==> src/rtl/lcd_bus_arbiter.sv <==
// HD44780-style character LCD bus owner: power-on init sequence, then
// round-robin service of two byte requesters with all bus timing derived from CLK.
module lcd_bus_arbiter #(
    parameter int PWRUP_CYC    = 750000,
    parameter int SETUP_CYC    = 3,
    parameter int EN_HIGH_CYC  = 12,
    parameter int EXEC_CYC     = 5000,
    parameter int LONG_CYC     = 80000,
    parameter int INIT_GAP_CYC = 205000
) (
    input  logic       CLK,
    input  logic       RST,
    input  logic       req0_valid,
    input  logic       req0_rs,
    input  logic [7:0] req0_data,
    output logic       req0_ready,
    input  logic       req1_valid,
    input  logic       req1_rs,
    input  logic [7:0] req1_data,
    output logic       req1_ready,
    output logic       busy,
    output logic       init_done,
    output logic       LCD_RS,
    output logic       LCD_EN,
    output logic       LCD_RW,
    output logic [7:0] LCD_DATA
);

    // state | meaning
    // PWRUP | power-on delay before the first init write
    // SETUP | RS/DATA driven, EN low
    // PULSE | EN high
    // WAIT  | EN low, LCD executing the byte
    // IDLE  | init complete, arbitrating requesters
    typedef enum logic [2:0] {
        S_PWRUP = 3'd0,
        S_SETUP = 3'd1,
        S_PULSE = 3'd2,
        S_WAIT  = 3'd3,
        S_IDLE  = 3'd4
    } state_t;

    // Every phase loads its length minus one and ends on terminal count zero.
    localparam logic [19:0] PWRUP_M1 = 20'(PWRUP_CYC - 1);
    localparam logic [19:0] SETUP_M1 = 20'(SETUP_CYC - 1);
    localparam logic [19:0] EN_M1    = 20'(EN_HIGH_CYC - 1);
    localparam logic [19:0] EXEC_M1  = 20'(EXEC_CYC - 1);
    localparam logic [19:0] LONG_M1  = 20'(LONG_CYC - 1);
    localparam logic [19:0] GAP_M1   = 20'(INIT_GAP_CYC - 1);

    state_t      state, state_nxt;
    logic [19:0] cnt, cnt_nxt;
    logic [2:0]  init_idx, init_idx_nxt;
    logic        init_done_q, init_done_nxt;
    logic        rr_last, rr_last_nxt;
    logic        rs_q, rs_nxt;
    logic [7:0]  data_q, data_nxt;
    logic        long_q, long_nxt;
    logic        en_q;
    logic        cnt_tc;
    logic        idle_open;
    logic        grant0, grant1;

    function automatic logic [7:0] init_byte(input logic [2:0] idx);
        logic [7:0] b;
        case (idx)
            3'd0, 3'd1, 3'd2: b = 8'h30;
            3'd3:             b = 8'h38;
            3'd4:             b = 8'h08;
            3'd5:             b = 8'h01;
            3'd6:             b = 8'h06;
            default:          b = 8'h0C;
        endcase
        return b;
    endfunction

    function automatic logic [19:0] init_wait(input logic [2:0] idx);
        logic [19:0] w;
        if (idx == 3'd0)
            w = GAP_M1;
        else if (idx == 3'd5)
            w = LONG_M1;
        else
            w = EXEC_M1;
        return w;
    endfunction

    // Clear (0x01) and return-home (0x02/0x03) need the long execution wait.
    function automatic logic is_long_cmd(input logic rs, input logic [7:0] d);
        return !rs && (d[7:2] == 6'd0) && (d[1:0] != 2'd0);
    endfunction

    assign cnt_tc    = (cnt == 20'd0);
    assign idle_open = (state == S_IDLE) && init_done_q;

    // Both valid: favour whichever requester was not served last.
    assign grant0 = idle_open && req0_valid && (!req1_valid || rr_last);
    assign grant1 = idle_open && req1_valid && (!req0_valid || !rr_last);

    always_comb begin
        state_nxt     = state;
        cnt_nxt       = cnt_tc ? cnt : cnt - 20'd1;
        init_idx_nxt  = init_idx;
        init_done_nxt = init_done_q;
        rr_last_nxt   = rr_last;
        rs_nxt        = rs_q;
        data_nxt      = data_q;
        long_nxt      = long_q;

        case (state)
            S_PWRUP: begin
                if (cnt_tc) begin
                    state_nxt    = S_SETUP;
                    cnt_nxt      = SETUP_M1;
                    init_idx_nxt = 3'd0;
                    rs_nxt       = 1'b0;
                    data_nxt     = init_byte(3'd0);
                end
            end
            S_SETUP: begin
                if (cnt_tc) begin
                    state_nxt = S_PULSE;
                    cnt_nxt   = EN_M1;
                end
            end
            S_PULSE: begin
                if (cnt_tc) begin
                    state_nxt = S_WAIT;
                    if (!init_done_q)
                        cnt_nxt = init_wait(init_idx);
                    else
                        cnt_nxt = long_q ? LONG_M1 : EXEC_M1;
                end
            end
            S_WAIT: begin
                if (cnt_tc) begin
                    if (init_done_q) begin
                        state_nxt = S_IDLE;
                    end else if (init_idx == 3'd7) begin
                        state_nxt     = S_IDLE;
                        init_done_nxt = 1'b1;
                    end else begin
                        state_nxt    = S_SETUP;
                        cnt_nxt      = SETUP_M1;
                        init_idx_nxt = init_idx + 3'd1;
                        rs_nxt       = 1'b0;
                        data_nxt     = init_byte(init_idx + 3'd1);
                    end
                end
            end
            S_IDLE: begin
                if (grant0) begin
                    state_nxt   = S_SETUP;
                    cnt_nxt     = SETUP_M1;
                    rr_last_nxt = 1'b0;
                    rs_nxt      = req0_rs;
                    data_nxt    = req0_data;
                    long_nxt    = is_long_cmd(req0_rs, req0_data);
                end else if (grant1) begin
                    state_nxt   = S_SETUP;
                    cnt_nxt     = SETUP_M1;
                    rr_last_nxt = 1'b1;
                    rs_nxt      = req1_rs;
                    data_nxt    = req1_data;
                    long_nxt    = is_long_cmd(req1_rs, req1_data);
                end
            end
            default: begin
                state_nxt = S_PWRUP;
                cnt_nxt   = PWRUP_M1;
            end
        endcase
    end

    always_ff @(posedge CLK or posedge RST) begin
        if (RST) begin
            state       <= S_PWRUP;
            cnt         <= PWRUP_M1;
            init_idx    <= 3'd0;
            init_done_q <= 1'b0;
            rr_last     <= 1'b1;
            rs_q        <= 1'b0;
            data_q      <= 8'h00;
            long_q      <= 1'b0;
            en_q        <= 1'b0;
        end else begin
            state       <= state_nxt;
            cnt         <= cnt_nxt;
            init_idx    <= init_idx_nxt;
            init_done_q <= init_done_nxt;
            rr_last     <= rr_last_nxt;
            rs_q        <= rs_nxt;
            data_q      <= data_nxt;
            long_q      <= long_nxt;
            en_q        <= (state_nxt == S_PULSE);
        end
    end

    assign req0_ready = grant0;
    assign req1_ready = grant1;
    assign busy       = !idle_open;
    assign init_done  = init_done_q;
    assign LCD_RS     = rs_q;
    assign LCD_EN     = en_q;
    assign LCD_RW     = 1'b0;
    assign LCD_DATA   = data_q;

endmodule

==> config.mk <==
export PLATFORM = sky130hd
export DESIGN_NAME = lcd_bus_arbiter
export DESIGN_NICKNAME = d
export VERILOG_FILES = /design/src/rtl/lcd_bus_arbiter.sv
export SDC_FILE = /design/constraint.sdc
export NUM_CORES = 1
export LEC_CHECK = 0
export CORE_ASPECT_RATIO = 1.2
export CORE_UTILIZATION = 50
export CTS_CLUSTER_SIZE = 8
export DETAILED_ROUTE_END_ITERATION = 12
export GPL_TIMING_DRIVEN = 0
export PLACE_DENSITY = 0.72
export SYNTH_ARGS = -nofsm -noshare
export SYNTH_HDL_FRONTEND = slang
export SYNTH_SLANG_ARGS = --single-unit
==> constraint.sdc <==
create_clock -name CLK -period 3 [get_ports CLK]
set_clock_uncertainty 0.05 [all_clocks]
set_input_delay 0.6 -clock CLK [delete_from_list [all_inputs] [get_ports CLK]]
set_output_delay 0.6 -clock CLK [all_outputs]
set_load 0.01 [all_outputs]
==> impl_metrics.json, run 1 <==
{
  "status": "completed",
  "critical_path_arrival_ns": 2.28,
  "cts_root_buffer": "clkbuf_8",
  "track_usage_pct": 26.8,
  "syn-num-nets": 334,
  "fp-row-count": 28,
  "crit_type": "primary input to output port",
  "grt_pass1_vias": 2371,
  "place_ws_ns": -0.339,
  "yosys_most_used_dff": "dfrtp_1",
  "cp_max_fo": 12,
  "powerDensity_mw_per_mm2": 312,
  "utilization_pct": 65.1,
  "top_usage_layer": "met2",
  "async_reset_ff_share_pct": 100,
  "cts_buffers": 5,
  "peakVddDrop_v": 0.000241,
  "grt_max_degree": 40,
  "netlist_instances": 301,
  "synth-simple-area-share_pct": 23.4,
  "synth-xor-area-share_pct": 4.59,
  "grt-ovfl-total": 0,
  "ff2ff_setup_slack_ns": 0.12,
  "worstHoldPathCells": 1,
  "via_per_inst": 6.19,
  "gp_congestion": 0.915,
  "dieHeight_um": 82.1,
  "dr_total_vias": 2521,
  "hold_ws_ns": 0.466,
  "cts_tree": "yes",
  "diodes": 0,
  "synth.avg_cell_area_um2": 8.87,
  "ys_ff_latch": 39,
  "die_w_um": 68.7,
  "use_met2_pct": 44.1,
  "hold_buffers": 0,
  "relSlewSlack_pct": 45.6,
  "synth_compound_area_share_pct": 20.6,
  "drive_above_1_share_pct": 16.1,
  "power_leakage_nw": 1.30,
  "synth_area_mm2": 0.00267,
  "ant_nets": 0,
  "muxShareOfSynthArea_pct": 4.83,
  "crit_required_ns": 2.35,
  "timing.setup.tns_ns": 0,
  "antenna_found_initial": 0,
  "finalCriticalPeriod_ns": 2.93,
  "cts_buffer_depth": 2,
  "tightest_slew_ns": 0.815,
  "slew_viol_final": 0,
  "grt_util_met3_pct": 5.28,
  "die_area_mm2": 0.00564,
  "htree_levels": 2,
  "routedWlPerCell_um": 17.1,
  "max_cap_violations": 0,
  "rsz0062_at_grt": "true",
  "io_buffers": 35,
  "synth_fa_ha_area_share_pct": 5.15,
  "gr-usage-met1_pct": 34.4,
  "ff2ff_path_depth": 10,
  "firstDrtPassIters": 4,
  "numClockSinks": 39,
  "nNetsFinal": 379,
  "num_io_pins": 37,
  "worstSetupEndpointType": "output port",
  "period_share_pct": 97.8,
  "layout_commonest_cell": "clkdlybuf4s50_1",
  "cts.clk_slew.worst_paths_ns": 0.08,
  "drc_errors": 0,
  "grt_pass1_wl_um": 11200,
  "synth.distinct_cells": 58,
  "routed_wl_um": 6960,
  "finalSetupViolCount": 0,
  "layout_setup_ws_ns": 0.0651,
  "hold_path_class": "register to register",
  "drt-initial-drc-count": 221,
  "max_freq_mhz": 341,
  "dp_hpwl_um": 5090,
  "clk_latency_ns": 0.30,
  "start_kind": "primary input",
  "synth_top_family_by_area": "simple AND/OR/NAND/NOR gates",
  "yosysWarnings": 0,
  "syn_to_final_growth_pct": 23.1,
  "core-area_mm2": 0.00504,
  "ys_seq_area_share_pct": 37.2,
  "synth_edf_count": 0,
  "timing_hold_violations_final": 0,
  "final_cell_mix": "35 x clkdlybuf4s50_1, 31 x nor2_1, 24 x dfrtp_1",
  "start_util_pct": 52.9
}
[cells by family (layout without fill, tap and decap cells)]
logic type               Yosys count  in the layout
flip-flops                        39             39
other                              1              1
XOR/XNOR                          14             14
adder cells (fa/ha/maj)           11             11
AND/OR/NAND/NOR                  114            114
multiplexers                      12             12
AO/OA/AOI/OAI                     83             83
buffers and inverters             27             73
[worst max-delay path: stages]
cell             delay, ns
clkdlybuf4s50_1       0.49
inv_1                 0.07
o2111ai_2             0.39
inv_2                 0.20
clkdlybuf4s50_1       0.52
[final timing paths]
| check | from | end |
|---|---|---|
| worst max-delay path | req1_valid | req0_ready |
| worst min-delay path | LCD_DATA[3]$_DFFE_PP0P_ | LCD_DATA[3]$_DFFE_PP0P_ |
| worst max register to register | cnt[0]$_DFF_PP1_ | LCD_EN$_DFF_PP0_ |
| worst min register to register | LCD_DATA[3]$_DFFE_PP0P_ | LCD_DATA[3]$_DFFE_PP0P_ |
| max in group asynchronous | RST | state[2]$_DFF_PP0_ |
| min in group asynchronous | RST | init_idx[0]$_DFFE_PP0P_ |
[power by group]
group | leakage (nW) | total [W] | internal, W | switching [W]
logic | 0.771 | 0.0000471 | 0.0000268 | 0.0000204
clock network | 0.0581 | 0.000453 | 0.000248 | 0.000205
registers | 0.468 | 0.000526 | 0.000526 | 0
total | 1.30 | 0.00103 | 0.000801 | 0.000225
[what timing repair did]
| item | 4_1_cts | 5_1_grt |
|---|---|---|
| pin swaps | 1 | 1 |
| endpoints found under the setup margin | 13 | 13 |
| resized for setup | 4 | 8 |
| setup buffers | 3 | 2 |
[Yosys cell counts (all sizes together), types with 7 or more instances]
library cell	count	area, um^2
nor4	10	83.8
xnor2	9	78.8
o21ai	13	65.1
nand2	20	75.1
nor2	31	116
a211oi	9	67.6
dfrtp	25	626
inv	11	41.3
ha	11	138
o22ai	8	50.1
a21oi	21	109
clkbuf	10	37.5
or3	7	43.8
dfstp	14	368
nand3	11	55.1
nor3	10	61.3
mux2	7	78.8
[per-stage QoR]
stage,total power [W],area (um^2),std cells
after CTS,0.00103,3230,405
final,0.00103,3290,407
after global placement,0.000583,3100,396
after detailed placement,0.000584,3100,396
after global routing,0.00105,3290,407
after floorplan,0.000548,2670,301
[routing by layer]
layer	vias to the layer above	routed length [um]
li1	1210	-
met1	1210	3050
met2	89	3350
met3	12	407
met4	0	151
met5	-	0
[registers in the layout (all words and copies together), names as in the netlist]
signal,cells
cnt,20
LCD_DATA,8
init_idx,3
state,3
LCD_EN,1
LCD_RS,1
init_done,1
long_q,1
rr_last,1
[final cells by class]
class / count / area (um^2)
buffer: 14 / 70.1
clock buffer: 5 / 68.8
clock inverter: 3 / 43.8
fill: 422 / 1760
inverter: 11 / 41.3
multi-input combinational: 235 / 1590
sequential: 39 / 995
tap: 60 / 75.1
timing repair buffer: 40 / 400
No activity file was read; power rests on OpenSTA's default activity.
==> inputs of run 2 (changes only) <==
SETUP_SLACK_MARGIN = 0.3   (was not set)
==> impl_metrics.json, run 2 (synthesized netlist as in run 1, its figures left out) <==
{
  "status": "completed",
  "peakVddDrop_v": 0.000239,
  "rsz0062_at_grt": "true",
  "grt-ovfl-total": 0,
  "cts.clk_slew.worst_paths_ns": 0.08,
  "grt_pass1_vias": 2389,
  "cts_tree": "yes",
  "crit_type": "register to register",
  "num_io_pins": 37,
  "layout_commonest_cell": "clkdlybuf4s50_1",
  "final_area_mm2": 0.00342,
  "timing_hold_violations_final": 0,
  "cts_root_buffer": "clkbuf_8",
  "numClockSinks": 39,
  "layout_setup_ws_ns": 0.288,
  "max_freq_mhz": 369,
  "io_buffers": 35,
  "gp_congestion": 0.915,
  "place_ws_ns": -0.339,
  "start_util_pct": 52.9,
  "cp_max_fo": 10,
  "routed_wl_um": 7210,
  "critical_path_arrival_ns": 2.87,
  "dp_hpwl_um": 5090,
  "power_leakage_nw": 1.38,
  "multiInputGateArea_mm2": 0.00164,
  "hold_buffers": 0,
  "fp-row-count": 28,
  "track_usage_pct": 27.4,
  "dieHeight_um": 82.1,
  "top_register": "cnt",
  "grt_max_degree": 40,
  "fillers": 405,
  "crit_required_ns": 3.15,
  "nNetsFinal": 387,
  "clk_latency_ns": 0.30,
  "seq_area_um2": 993,
  "dr_total_vias": 2638,
  "cts_buffers": 5,
  "slew_viol_final": 0,
  "tightest_slew_ns": 0.814,
  "instances_no_fill": 415,
  "core-area_mm2": 0.00504,
  "die_w_um": 68.7,
  "grt_pass1_wl_um": 11400,
  "worstSetupEndpointType": "register",
  "drt-initial-drc-count": 321,
  "max_cap_violations": 0,
  "final_cell_mix": "32 x clkdlybuf4s50_1, 31 x nor2_1, 25 x dfrtp_1",
  "power.total_w": 0.00102,
  "antenna_found_initial": 0,
  "via_per_inst": 6.36,
  "utilization_pct": 67.7,
  "largest_reg_flops": 20,
  "diodes": 0,
  "routedWlPerCell_um": 17.4,
  "start_kind": "register",
  "relSlewSlack_pct": 45.7,
  "powerDensity_mw_per_mm2": 299,
  "finalSetupViolCount": 0,
  "firstDrtPassIters": 4,
  "drc_errors": 0,
  "htree_levels": 2,
  "placed_cells": 396,
  "ant_nets": 0,
  "finalCriticalPeriod_ns": 2.71,
  "post_dp_cell_area_mm2": 0.00310,
  "cts_buffer_depth": 2,
  "hold_path_class": "register to register",
  "period_share_pct": 90.4,
  "syn_to_final_growth_pct": 28.0,
  "die_area_mm2": 0.00564,
  "drive_above_1_share_pct": 19.7
}
## run 2: changes by cell type in the layout (fill, tap and decap cells not counted), moves of 2 or more
cell	previous run	this run
clkbuf_1	8	6
clkdlybuf4s50_1	35	32
buf_4	6	14
buf_6	0	3
dlymetal6s2s_1	0	2
## run 2: through the flow
step                      setup TNS (ns)  hold WS [ns]
after floorplan                        0         0.437
after global placement             -1.06         0.441
after detailed placement           -1.39         0.447
after CTS                              0         0.470
after global routing                   0         0.479
final                                  0         0.466
## run 2: path summary, 6_finish.rpt
check | from | to | slack (ns) | cells after the start
worst max-delay path | cnt[12]$_DFF_PP1_ | cnt[0]$_DFF_PP1_ | 0.29 | 10
worst min-delay path | LCD_DATA[3]$_DFFE_PP0P_ | LCD_DATA[3]$_DFFE_PP0P_ | 0.47 | 1
worst max register to register | cnt[12]$_DFF_PP1_ | cnt[0]$_DFF_PP1_ | 0.29 | 10
worst min register to register | LCD_DATA[3]$_DFFE_PP0P_ | LCD_DATA[3]$_DFFE_PP0P_ | 0.47 | 1
max in group asynchronous | RST | LCD_RS$_DFFE_PP0P_ | 1.66 | 2
min in group asynchronous | RST | state[1]$_DFF_PP0_ | 0.73 | 2
## run 2: layer usage
metal | vias to the layer above | share of wire, % | track usage (%) | routed length (um)
met5 | - | 0 | 0 | 0
met4 | 0 | 2.3 | 10.2 | 168
met3 | 13 | 6.6 | 6.25 | 477
met2 | 114 | 48 | 44.6 | 3480
met1 | 1283 | 43 | 34.9 | 3080
li1 | 1228 | - | - | -
## run 2: final cells by class
type / count / area share, %
clock inverters: 3 / 1.28
well taps: 60 / 2.20
multi-input cells: 235 / 48.0
repair buffers: 46 / 13.1
flip-flops and latches: 39 / 29.1
clock buffers: 5 / 2.01
inverters: 11 / 1.21
plain buffers: 16 / 3.11
## run 2: critical path: stages (launching register included)
cell and delay (ns):
dfstp_2 0.40, or4_1 0.52, buf_2 0.18, nor4_4 0.34, buf_6 0.18, buf_6 0.14, nand3_2 0.11, ha_1 0.33
nor2_1 0.12, a21oi_1 0.08, o221ai_1 0.17
## run 2: repair_timing
action                                 in CTS  in global routing
resized for setup                          18                 20
setup buffers                               5                  6
pin swaps                                   3                  6
setup endpoints to repair                  32                 25
cloned                                      0                  0
endpoints found under the hold margin       0                  0
## run 2: report_power, final
group | internal, W | switching, W
sequential | 0.000526 | 0
combinational | 0.0000266 | 0.0000212
clock | 0.000248 | 0.000200
total | 0.000801 | 0.000222
==> inputs of run 3 (changes only) <==
TNS_END_PERCENT = 1   (was not set)
==> impl_metrics.json, run 3 (synthesized netlist as in run 1, its figures left out) <==
{
  "critical_path_arrival_ns": 2.93,
  "io_buffers": 35,
  "final_area_mm2": 0.00337,
  "start_util_pct": 52.9,
  "track_usage_pct": 27.0,
  "cts_buffer_depth": 2,
  "core-area_mm2": 0.00504,
  "relSlewSlack_pct": 44.8,
  "grt_max_degree": 40,
  "power.total_w": 0.00102,
  "cts.clk_slew.worst_paths_ns": 0.08,
  "routedWlPerCell_um": 17.4,
  "crit_chain": "inv_1 > ha_1 > or3b_2 > clkbuf_2 > nor4_4 > buf_4 > buf_2 > a21oi_1 > o31ai_1 > nor3_1",
  "diodes": 0,
  "period_share_pct": 93.8,
  "finalSetupViolCount": 0,
  "final_cell_mix": "32 x clkdlybuf4s50_1, 31 x nor2_1, 25 x dfrtp_1",
  "crit_type": "register to register",
  "r2r_start": "cnt[0]$_DFF_PP1_",
  "powerDensity_mw_per_mm2": 304,
  "clk_latency_ns": 0.30,
  "via_per_inst": 6.25,
  "timing_hold_violations_final": 0,
  "ant_nets": 0,
  "crit_path_max_incr_delay_ns": 0.44,
  "seq_area_um2": 993,
  "max_freq_mhz": 355,
  "fp-row-count": 28,
  "firstDrtPassIters": 4,
  "finalCriticalPeriod_ns": 2.82,
  "hold_end": "LCD_DATA[3]$_DFFE_PP0P_",
  "die_area_mm2": 0.00564,
  "layout_setup_ws_ns": 0.185,
  "critPathSlowestCell": "or3b_2",
  "power_leakage_nw": 1.37,
  "cp_max_fo": 10,
  "max_cap_violations": 0,
  "htree_levels": 2,
  "worstHoldPathCells": 1,
  "dieHeight_um": 82.1,
  "min_from": "LCD_DATA[3]$_DFFE_PP0P_",
  "crit_required_ns": 3.12,
  "ff2ff_path_depth": 10,
  "numClockSinks": 39,
  "routed_wl_um": 7200,
  "slew_viol_final": 0,
  "drc_errors": 0,
  "tightest_slew_ns": 0.828,
  "dr_total_vias": 2588,
  "cts_tree": "yes",
  "grt_pass1_vias": 2380,
  "utilization_pct": 66.7,
  "largest_reg_flops": 20,
  "grt_pass1_wl_um": 11300,
  "place_ws_ns": -0.339,
  "drt-initial-drc-count": 265,
  "nNetsFinal": 386,
  "cts_buffers": 5,
  "antenna_found_initial": 0,
  "peakVddDrop_v": 0.000241,
  "ff2ff_setup_slack_ns": 0.18,
  "rsz0062_at_grt": "true",
  "fillers": 415,
  "regToRegEndpoint": "LCD_EN$_DFF_PP0_",
  "status": "completed",
  "layout_commonest_cell": "clkdlybuf4s50_1",
  "die_w_um": 68.7,
  "num_io_pins": 37,
  "gp_congestion": 0.915,
  "hold_ws_ns": 0.466,
  "syn_to_final_growth_pct": 26.1,
  "multiInputGateArea_mm2": 0.00161,
  "grt-ovfl-total": 0,
  "top_register": "cnt",
  "worstSetupEndpointType": "register",
  "hold_path_class": "register to register",
  "cts_root_buffer": "clkbuf_8",
  "start_kind": "register",
  "drive_above_1_share_pct": 17.8,
  "dp_hpwl_um": 5090,
  "post_dp_cell_area_mm2": 0.00310
}
==> run 3: changes by cell type in the layout (fill, tap and decap cells not counted), moves of 2 or more <==
| cell | change |
|---|---|
| buf_4 | -3 |
| buf_6 | -2 |
| clkbuf_2 | +2 |
| clkbuf_4 | +2 |
==> run 3: how the worst max path moves through the flow <==
stage | start | to | slack (ns) | cells after the start
2_1_floorplan | cnt[0]$_DFF_PP1_ | LCD_DATA[0]$_DFFE_PP0P_ | 0.34 | 8
3_3_place_gp | req1_valid | req0_ready | -0.33 | 6
3_5_place_dp | req1_valid | req0_ready | -0.34 | 6
4_1_cts | req1_valid | req0_ready | 0.05 | 6
5_1_grt | cnt[0]$_DFF_PP1_ | LCD_EN$_DFF_PP0_ | 0.08 | 10
6_report | cnt[0]$_DFF_PP1_ | LCD_EN$_DFF_PP0_ | 0.18 | 10
==> run 3: power breakdown <==
group / total (W) / switching, W / internal, W / leakage (nW)
Clock: 0.000451 / 0.000203 / 0.000248 / 0.0581
Sequential: 0.000526 / 0 / 0.000526 / 0.470
Combinational: 0.0000476 / 0.0000210 / 0.0000266 / 0.844
Total: 0.00102 / 0.000224 / 0.000801 / 1.37
==> run 3: worst max-delay path: cells and delay by family, from the launching register on <==
kind | cells | cell delay (ns)
AO/OA/AOI/OAI | 2 | 0.54
adder cells (fa/ha/maj) | 1 | 0.19
buffers and inverters | 4 | 0.67
flip-flops | 1 | 0.40
AND/OR/NAND/NOR | 3 | 0.82
==> run 3: final cells by class <==
class	instances	share of cell area, %
multi-input combinational	235	47.8
sequential	39	29.5
timing repair buffer	45	13.1
buffer	16	2.79
tap	60	2.23
clock buffer	5	2.04
clock inverter	3	1.30
inverter	11	1.23
==> run 3: repair_timing <==
item | CTS | global route
gates resized for setup | 10 | 15
hold buffers | 0 | 0
pin swaps | 2 | 3
setup endpoints to repair | 32 | 33
hold endpoints to repair | 0 | 0
buffers inserted | 3 | 7
==> run 3: metal layers <==
metal  global-route usage, %  share of wire (%)  vias to the layer above
li1                        -                  -                     1224
met1                    34.7                 43                     1248
met2                    44.0                 48                       96
met3                    5.69                5.6                       20
met4                    10.0                3.3                        0
met5                       0                  0                        -
==> run 3: through the flow <==
step	setup TNS, ns	std cells
6_report	0	414
5_1_grt	0	414
4_1_cts	0	407
3_5_place_dp	-1.39	396
3_3_place_gp	-1.06	396
2_1_floorplan	0	301
